$ cat config.mk
export PLATFORM = sky130hd
export DESIGN_NAME = arrow_key_decoder
export DESIGN_NICKNAME = d
export VERILOG_FILES = /design/src/rtl/arrow_key_decoder.sv
export SDC_FILE = /design/constraint.sdc
export NUM_CORES = 1
export LEC_CHECK = 0
export BUFFER_PORTS_ARGS = -buffer_cell sky130_fd_sc_hd__buf_2
export CAP_MARGIN = 20
export CORE_MARGIN = 4
export CORE_UTILIZATION = 58
export DETAILED_ROUTE_END_ITERATION = 16
export PLACE_DENSITY = 0.79
export SETUP_SLACK_MARGIN = 0.02
export SLEW_MARGIN = 20
export SYNTH_ARGS = -nofsm -noshare
export SYNTH_HDL_FRONTEND = slang
export SYNTH_SLANG_ARGS = --single-unit
export TNS_END_PERCENT = 1
$ cat constraint.sdc
create_clock -name pclk -period 2.4 [get_ports pclk]
set_input_delay 0.36 -clock pclk [delete_from_list [all_inputs] [get_ports pclk]]
set_output_delay 0.36 -clock pclk [all_outputs]
set_load 0.05 [all_outputs]
$ cat src/rtl/arrow_key_decoder.sv
// Decodes PS/2 set-2 bytes into held/active arrow-key state for the car controller.
// Optional WASD_EN macro maps the W/S/A/D letter keys onto the same four key bits.
module arrow_key_decoder #(
   parameter int unsigned PREFIX_TIMEOUT = 650000
) (
   input  logic       pclk,
   input  logic       rst_n,
   input  logic [7:0] rx_data,
   input  logic       rx_valid,
   output logic [3:0] key,
   output logic [3:0] held,
   output logic       key_event
);

   localparam int unsigned CNT_W = $clog2(PREFIX_TIMEOUT + 1);
   localparam logic [CNT_W-1:0] CNT_LAST = CNT_W'(PREFIX_TIMEOUT - 1);
   localparam logic [CNT_W-1:0] CNT_MAX  = {CNT_W{1'b1}};
   localparam logic [CNT_W-1:0] CNT_ONE  = CNT_W'(1);

   localparam logic [7:0] CODE_EXT = 8'hE0;
   localparam logic [7:0] CODE_BRK = 8'hF0;

   typedef enum logic [1:0] {
      S_IDLE    = 2'd0,
      S_EXT     = 2'd1,
      S_EXT_BRK = 2'd2,
      S_BRK     = 2'd3
   } state_t;

   state_t           state_q, state_d;
   logic [3:0]       key_q, key_d;
   logic [3:0]       held_q, held_d;
   logic             key_event_q;
   logic [CNT_W-1:0] cnt_q, cnt_d;
   logic [3:0]       make_s;
   logic [3:0]       brk_s;

   function automatic logic [3:0] arrow_bit(input logic [7:0] code);
      logic [3:0] b;
      case (code)
         8'h75:   b = 4'b0001;
         8'h72:   b = 4'b0010;
         8'h6B:   b = 4'b0100;
         8'h74:   b = 4'b1000;
         default: b = 4'b0000;
      endcase
      return b;
   endfunction

`ifdef WASD_EN
   function automatic logic [3:0] wasd_bit(input logic [7:0] code);
      logic [3:0] b;
      case (code)
         8'h1D:   b = 4'b0001;
         8'h1B:   b = 4'b0010;
         8'h1C:   b = 4'b0100;
         8'h23:   b = 4'b1000;
         default: b = 4'b0000;
      endcase
      return b;
   endfunction
`endif

   // UP > DOWN > LEFT > RIGHT; result is always one-hot or zero
   function automatic logic [3:0] pick_priority(input logic [3:0] h);
      logic [3:0] b;
      if (h[0]) begin
         b = 4'b0001;
      end else if (h[1]) begin
         b = 4'b0010;
      end else if (h[2]) begin
         b = 4'b0100;
      end else if (h[3]) begin
         b = 4'b1000;
      end else begin
         b = 4'b0000;
      end
      return b;
   endfunction

   // Next-state decode: prefix FSM, timeout counter, and make/break effects
   always_comb begin
      state_d = state_q;
      cnt_d   = cnt_q;
      make_s  = 4'b0000;
      brk_s   = 4'b0000;

      if (rx_valid) begin
         cnt_d = '0;
         case (state_q)
            S_IDLE: begin
               if (rx_data == CODE_EXT) begin
                  state_d = S_EXT;
               end else if (rx_data == CODE_BRK) begin
                  state_d = S_BRK;
               end else begin
                  state_d = S_IDLE;
`ifdef WASD_EN
                  make_s  = wasd_bit(rx_data);
`else
                  make_s  = 4'b0000;
`endif
               end
            end
            S_EXT: begin
               if (rx_data == CODE_BRK) begin
                  state_d = S_EXT_BRK;
               end else if (rx_data == CODE_EXT) begin
                  state_d = S_EXT;
               end else begin
                  state_d = S_IDLE;
                  make_s  = arrow_bit(rx_data);
               end
            end
            S_EXT_BRK: begin
               if (rx_data == CODE_EXT) begin
                  state_d = S_EXT;
               end else if (rx_data == CODE_BRK) begin
                  state_d = S_EXT_BRK;
               end else begin
                  state_d = S_IDLE;
                  brk_s   = arrow_bit(rx_data);
               end
            end
            S_BRK: begin
               if (rx_data == CODE_EXT) begin
                  state_d = S_EXT;
               end else if (rx_data == CODE_BRK) begin
                  state_d = S_BRK;
               end else begin
                  state_d = S_IDLE;
`ifdef WASD_EN
                  brk_s   = wasd_bit(rx_data);
`else
                  brk_s   = 4'b0000;
`endif
               end
            end
            default: begin
               state_d = S_IDLE;
            end
         endcase
      end else if (state_q != S_IDLE) begin
         // A byte arriving on the last cycle takes the branch above instead
         if (cnt_q >= CNT_LAST) begin
            state_d = S_IDLE;
            cnt_d   = '0;
         end else if (cnt_q != CNT_MAX) begin
            cnt_d = cnt_q + CNT_ONE;
         end else begin
            cnt_d = cnt_q;
         end
      end else begin
         cnt_d = cnt_q;
      end

      if (make_s != 4'b0000) begin
         held_d = held_q | make_s;
         key_d  = make_s;
      end else if (brk_s != 4'b0000) begin
         held_d = held_q & ~brk_s;
         if (key_q == brk_s) begin
            key_d = pick_priority(held_q & ~brk_s);
         end else begin
            key_d = key_q;
         end
      end else begin
         held_d = held_q;
         key_d  = key_q;
      end
   end

   // State, key bitmaps and the one-cycle change pulse
   always_ff @(posedge pclk or negedge rst_n) begin
      if (!rst_n) begin
         state_q     <= S_IDLE;
         key_q       <= 4'b0000;
         held_q      <= 4'b0000;
         key_event_q <= 1'b0;
         cnt_q       <= '0;
      end else begin
         state_q     <= state_d;
         key_q       <= key_d;
         held_q      <= held_d;
         key_event_q <= (key_d != key_q);
         cnt_q       <= cnt_d;
      end
   end

   assign key       = key_q;
   assign held      = held_q;
   assign key_event = key_event_q;

endmodule

==> metrics.cfg, run 1 <==
[floorplanning]
core_sq_um=3128
io-pin-count=20
die_x_um=66.01
dieArea_sq_um=4357
rows=20
die_h_um=66.01
start_util_pct=62.40

[timing]
finalCritPeriodShare_pct=95.27
tightest_slew_ps=671.4
min_period_ps=2287
final-setup-viol-count=0
slew_violations=0
fin_worst_skew_ps=3.440
rsz0062_at_grt=yes
hold_violations=0
timing.fmax_ghz=0.4373
final.setup.tns_ps=0
slew_headroom_pct=55.14

[layout]
final_common_cell=dfrtp_1
area_delta_synth_final_pct=13.33
layout.nets=268
antenna_cells=0
drive_above_1_share_pct=15.94
fin_util_pct=70.72
mostFrequentLayoutCells=dfrtp_1, nor2_1, nand2_1
fin_cells=295

[yosys]
mappedNetlistNets=240
synth.distinct_cells=43
yosysTopAreaCell=dfrtp_1
yosysSeqAreaShare_pct=39.74
syn_area_per_cell_sq_um=8.714
synth_ff_type=dfrtp_1
synth-edff-count=0
syn-instance-count=224
synth_top_area_share_pct=39.74
synth_warnings=0
synthTopCellsByArea=dfrtp_1, nor2_1, nand3_1, nand2_1, ha_1
async_flop_share_pct=100.0
ys_seq_elements=31
synth_area_sq_um=1952

[placement]
portBuffers=19
dp_hpwl_um=3192
place.gp.congestion=0.9061
dp_cells=289

[min_path]
min_path_type=in2async

[power_and_ir_drop]
power.leakage_nw=0.9151
power_density_nw_per_um2=403.5
power_mw=0.8926
worst_ir_drop_vdd_mv=0.3331

[cts]
clk_pin_slew_worst_paths_ps=90
cts_setup_buffers=0
clock-sinks=31
clk_latency_ps=330
cts_tree=done
numCtsBuffers=5
root_buffer=clkbuf_4
ctsHtreeMaxLevel=2
clock_path_buffers=2

[grt]
grt_overflow_total=0
grt_pass1_wl_um=7652
first_global_vias=1681
grt.total_usage_pct=23.05
antenna_found_initial=0
grt_max_degree=32

[run_status]
outcome=completed

[critical_path]
slowest_stage=dfrtp_1
critPathCaptureType=flip-flop
worst_setup_path_start_kind=flip-flop
required_ps=2600
r2r_slack_ps=110
crit_path_max_incr_delay_ps=420
critPathTopFamily=compound AO/OA/AOI/OAI gates
crit_path_max_fanout=6
arrival_ps=2480
path_cells=inv_2 -> ha_4 -> nand2_4 -> or4_1 -> o311a_1 -> a211oi_4 -> mux2i_1 -> o21ai_1
crit_type=reg2reg
path_buf_inv=1

[routing]
routed_wl_um=4334
drcViolationCount=0
antenna_left=0
drt_iter0_drc=123
vias=1787
dr.pass1.iters=4
wl_per_cell_um=14.69
routed_via_density=6.058

[flow_run]
max_cap_viol_count=0

[report_power, final]
group | leakage (nW) | internal [mW] | switching (mW) | total, mW
sequential | 0.421 | 0.529 | 0.00884 | 0.538
combinational | 0.470 | 0.0285 | 0.0547 | 0.0832
clock | 0.0242 | 0.104 | 0.168 | 0.272
total | 0.915 | 0.662 | 0.231 | 0.893
[sequential cells by signal, summed over array words and instances, names as in the netlist]
signal,flops
key,4
held,4
cnt_q,20
key_event,1
state_q,2
[cell usage after synthesis, types with 2 or more instances]
library cell / number
a211oi_1: 2
a21oi_1: 4
a31oi_1: 5
and3_1: 4
clkbuf_1: 8
dfrtp_1: 31
ha_1: 5
inv_1: 11
mux2i_1: 4
nand2_1: 21
nand2b_1: 3
nand3_1: 16
nand3b_1: 4
nand4_1: 8
nor2_1: 22
nor2b_1: 5
nor3_1: 8
nor3b_1: 4
nor4_1: 3
o211ai_1: 2
o21a_1: 2
o21ai_0: 5
o21ai_1: 5
o22ai_1: 6
o311ai_0: 2
o31ai_1: 2
o41ai_1: 3
or4_1: 7
xnor2_1: 3
xor2_1: 6
[final cells by class]
| cell class | count | area [sq um] |
|---|---|---|
| timing repair buffer | 29 | 170.2 |
| tap | 44 | 55.05 |
| fill | 268 | 915.9 |
| sequential | 31 | 775.7 |
| inverter | 11 | 41.29 |
| multi-input combinational | 174 | 1129 |
| clock buffer | 6 | 41.29 |
[routing by layer]
metal / vias up / global-route usage [%] / routed length [um]
li1: 891 / - / -
met4: 0 / 7.868 / 53
met2: 43 / 33.29 / 1886
met3: 5 / 6.803 / 219
met5: - / 0 / 0
met1: 848 / 32.86 / 2175
[timing repair]
item / CTS / global route
endpoints found under the setup margin: 0 / 16
hold endpoints to repair: 0 / 0
resized for setup: 0 / 6
hold buffers: 0 / 0
[path summary, 6_finish.rpt]
kind	to	startpoint	cells past startpoint
min in group pclk	state_q[0]	rx_data[3]	2
max	key[2]	state_q[0]	8
min reg2reg	cnt_q[16]	cnt_q[16]	2
min	held[3]	rst_n	1
max reg2reg	key[2]	state_q[0]	8
max in group asynchronous	cnt_q[5]	rst_n	1
[metrics by stage]
step / setup WS (ps) / hold slack [ps] / instance area [sq um]
final: 113.4 / 49.97 / 2212
after global routing: -19.97 / 84.39 / 2212
after CTS: 47.55 / 58.85 / 2188
after detailed placement: 63.42 / 427.8 / 2147
after global placement: 71.45 / 422.8 / 2147
after floorplan: 209.8 / 64.41 / 1952
[kinds of logic (layout without fill, tap and decap cells)]
group	after synthesis	after routing	synth area share (%)
simple gates	110	110	30.71
compound gates	46	46	16.60
flops	31	31	39.74
buf+inv	19	46	3.654
xor+xnor	9	9	4.039
fa+ha+maj	5	5	3.205
mux	4	4	2.051
Note: power is estimated with default switching activity, not from simulation.
==> run 2, diff against run 1 <==
Settings changed: BUFFER_PORTS_ARGS -buffer_cell sky130_fd_sc_hd__buf_2 to -buffer_cell sky130_fd_sc_hd__buf_4.
==> run 2 against run 1 <==
- sequential power hardly changed
- die area stayed put
- via count is 5.8% higher
- largest power group unchanged
- worst setup slack better by 1.3 ps
- fmax hardly changed
==> metrics.cfg, run 2 (synthesis gave the netlist of run 1 again) <==
[run_status]
outcome=completed

[cts]
ctsHtreeMaxLevel=2  ; unchanged
numCtsBuffers=5  ; unchanged
clock_path_buffers=2  ; unchanged
clk_latency_ps=340  ; about the same
cts_tree=done
clock-sinks=31  ; unchanged
clk_pin_slew_worst_paths_ps=90  ; about the same
root_buffer=clkbuf_4

[routing]
drcViolationCount=0  ; unchanged
drt_iter0_drc=144  ; +17%
antenna_left=0  ; unchanged
wl_per_cell_um=16.47  ; +12%
routed_wl_um=4958  ; +14%
vias=1890  ; +5.8%
dr.pass1.iters=4  ; unchanged
routed_via_density=6.279  ; +3.7%

[power_and_ir_drop]
power.leakage_nw=0.9559  ; +4.5%
switching_share_pct=25.58  ; -0.31 points
combinationalPowerShare_pct=9.9  ; +0.6 points
internal-power_mw=0.7004  ; +5.9%
worst_ir_drop_vdd_mv=0.3222  ; -3.3%
p_seq_share_pct=57.2  ; -3.1 points
p_clk_share_pct=33.0  ; +2.6 points
power_density_nw_per_um2=406.1  ; +0.65%
switchingPower_mw=0.2407  ; +4.2%

[layout]
final_common_cell=buf_4
nFillCells=245  ; -8.6%
design_area_sq_um=2317  ; +4.8%
largest_reg_flops=20  ; unchanged
multi_input_area_sq_um=1127  ; -0.11%
drive_above_1_share_pct=18.29  ; +2.4 points
fin_cells=301  ; +2.0%
top_register=cnt_q
area_delta_synth_final_pct=18.72
regArea_sq_um=775.7  ; unchanged
antenna_cells=0  ; unchanged
layout.nets=273  ; +1.9%
mostFrequentLayoutCells=buf_4, dfrtp_1, nor2_1

[grt]
antenna_found_initial=0  ; unchanged
first_global_vias=1798  ; +7.0%
grt_overflow_total=0  ; unchanged
grt.total_usage_pct=25.36  ; +2.3 points
grt_max_degree=32  ; unchanged
grt_pass1_wl_um=8480  ; +11%

[placement]
place.gp.congestion=0.9222  ; +1.8%
pre_cts_ws_ps=-18.95  ; -82.37 ps
portBuffers=19  ; unchanged
dp_cells=291  ; +0.69%
dp_hpwl_um=3676  ; +15%
dpl_cell_area_sq_um=2210  ; +2.9%

[floorplanning]
io-pin-count=20  ; unchanged
rows=20  ; unchanged
die_h_um=66.01  ; unchanged
dieArea_sq_um=4357  ; unchanged
core_sq_um=3128  ; unchanged
die_x_um=66.01  ; unchanged
start_util_pct=62.40  ; unchanged

[critical_path]
worst_setup_path_start_kind=flip-flop
arrival_ps=2510  ; +30 ps
reg2reg_depth=9  ; +1
slowest_stage=or4_4
r2r_slack_ps=110  ; about the same
path_cells=inv_2 -> ha_4 -> nand2_2 -> or4_4 -> o311a_1 -> a211oi_4 -> buf_6 -> mux2i_1 -> o21ai_1
crit_type=reg2reg
required_ps=2620  ; +20 ps
crit_path_max_incr_delay_ps=430  ; about the same
crit_path_max_fanout=6  ; unchanged
timing.rr.start=state_q[0]
critPathCaptureType=flip-flop
reg2reg_to=key[0]
critPathLaunch=state_q[0]

[min_path]
min_path_type=in2reg
hold_end=state_q[0]
hold_start=rx_data[3]
hold_depth=2

[timing]
rsz0062_at_grt=yes
final-setup-viol-count=0  ; unchanged
fin_worst_skew_ps=5.896  ; +2.456 ps
fin_ws_ps=114.7  ; +1.280 ps
final.setup.tns_ps=0  ; unchanged
tightest_slew_ps=611.0  ; -60.48 ps
hold_violations=0  ; unchanged
min_period_ps=2285  ; -1.280 ps
slew_headroom_pct=59.18  ; +4.0 points
slew_violations=0  ; unchanged
finalCritPeriodShare_pct=95.22  ; about the same
timing.fmax_ghz=0.4376  ; about the same

[flow_run]
max_cap_viol_count=0  ; unchanged

==> run 2: per-stage QoR <==
step                util (%)  hold WS, ps  power (mW)
global placement       70.64        304.6      0.6317
global route           74.08        254.5      0.9921
finish                 74.08        248.5      0.9411
CTS                    73.40        241.5      0.9443
floorplan                  -        64.41      0.5893
detailed placement     70.64        310.0      0.6379
==> run 2: final cells by class <==
cell class	instances	share of cell area, %
clock buffers	6	2.214
clock inverters	1	0.2160
inverters	11	1.782
multi-input cells	174	48.65
flip-flops and latches	31	33.48
well taps	44	2.376
repair buffers	34	11.29
==> run 2: per-layer routing <==
| layer | part of all wire, % | global-route usage (%) |
|---|---|---|
| met1 | 45 | 35.60 |
| met2 | 47 | 39.55 |
| met3 | 5.9 | 5.272 |
| met4 | 1.3 | 7.107 |
| met5 | 0 | 0 |
==> run 2: critical path, delay by kind of cell, from the launching register on <==
| family | cells | cell delay [ps] |
|---|---|---|
| compound gates | 3 | 630 |
| fa+ha+maj | 1 | 150 |
| buf+inv | 2 | 260 |
| flops | 1 | 420 |
| mux | 1 | 190 |
| simple gates | 2 | 520 |
==> run 2: worst max-delay path by stage <==
stage / cells past startpoint / slack (ps) / to
finish: 9 / 110 / key[0]
global placement: 8 / 80 / key[3]
global route: 9 / 30 / key[3]
CTS: 9 / 20 / key[2]
detailed placement: 8 / -20 / key[2]
floorplan: 8 / 210 / key[0]
==> run 2: what timing repair did <==
action                     in CTS  in global routing
hold endpoints to repair       31                  0
resized for setup               2                  5
setup endpoints to repair       4                 16
pin swaps                       1                  0
setup buffers                   2                  0
hold buffers                    1                  0
==> run 2: power by group through the flow <==
| stage | logic (mW) | registers [mW] | clock network, mW |
|---|---|---|---|
| after floorplan | 0.0419 | 0.547 | 0 |
| after global placement | 0.0848 | 0.547 | 0 |
| after detailed placement | 0.0895 | 0.548 | 0 |
| after CTS | 0.0912 | 0.538 | 0.315 |
| after global routing | 0.104 | 0.540 | 0.349 |
| final | 0.0930 | 0.538 | 0.310 |
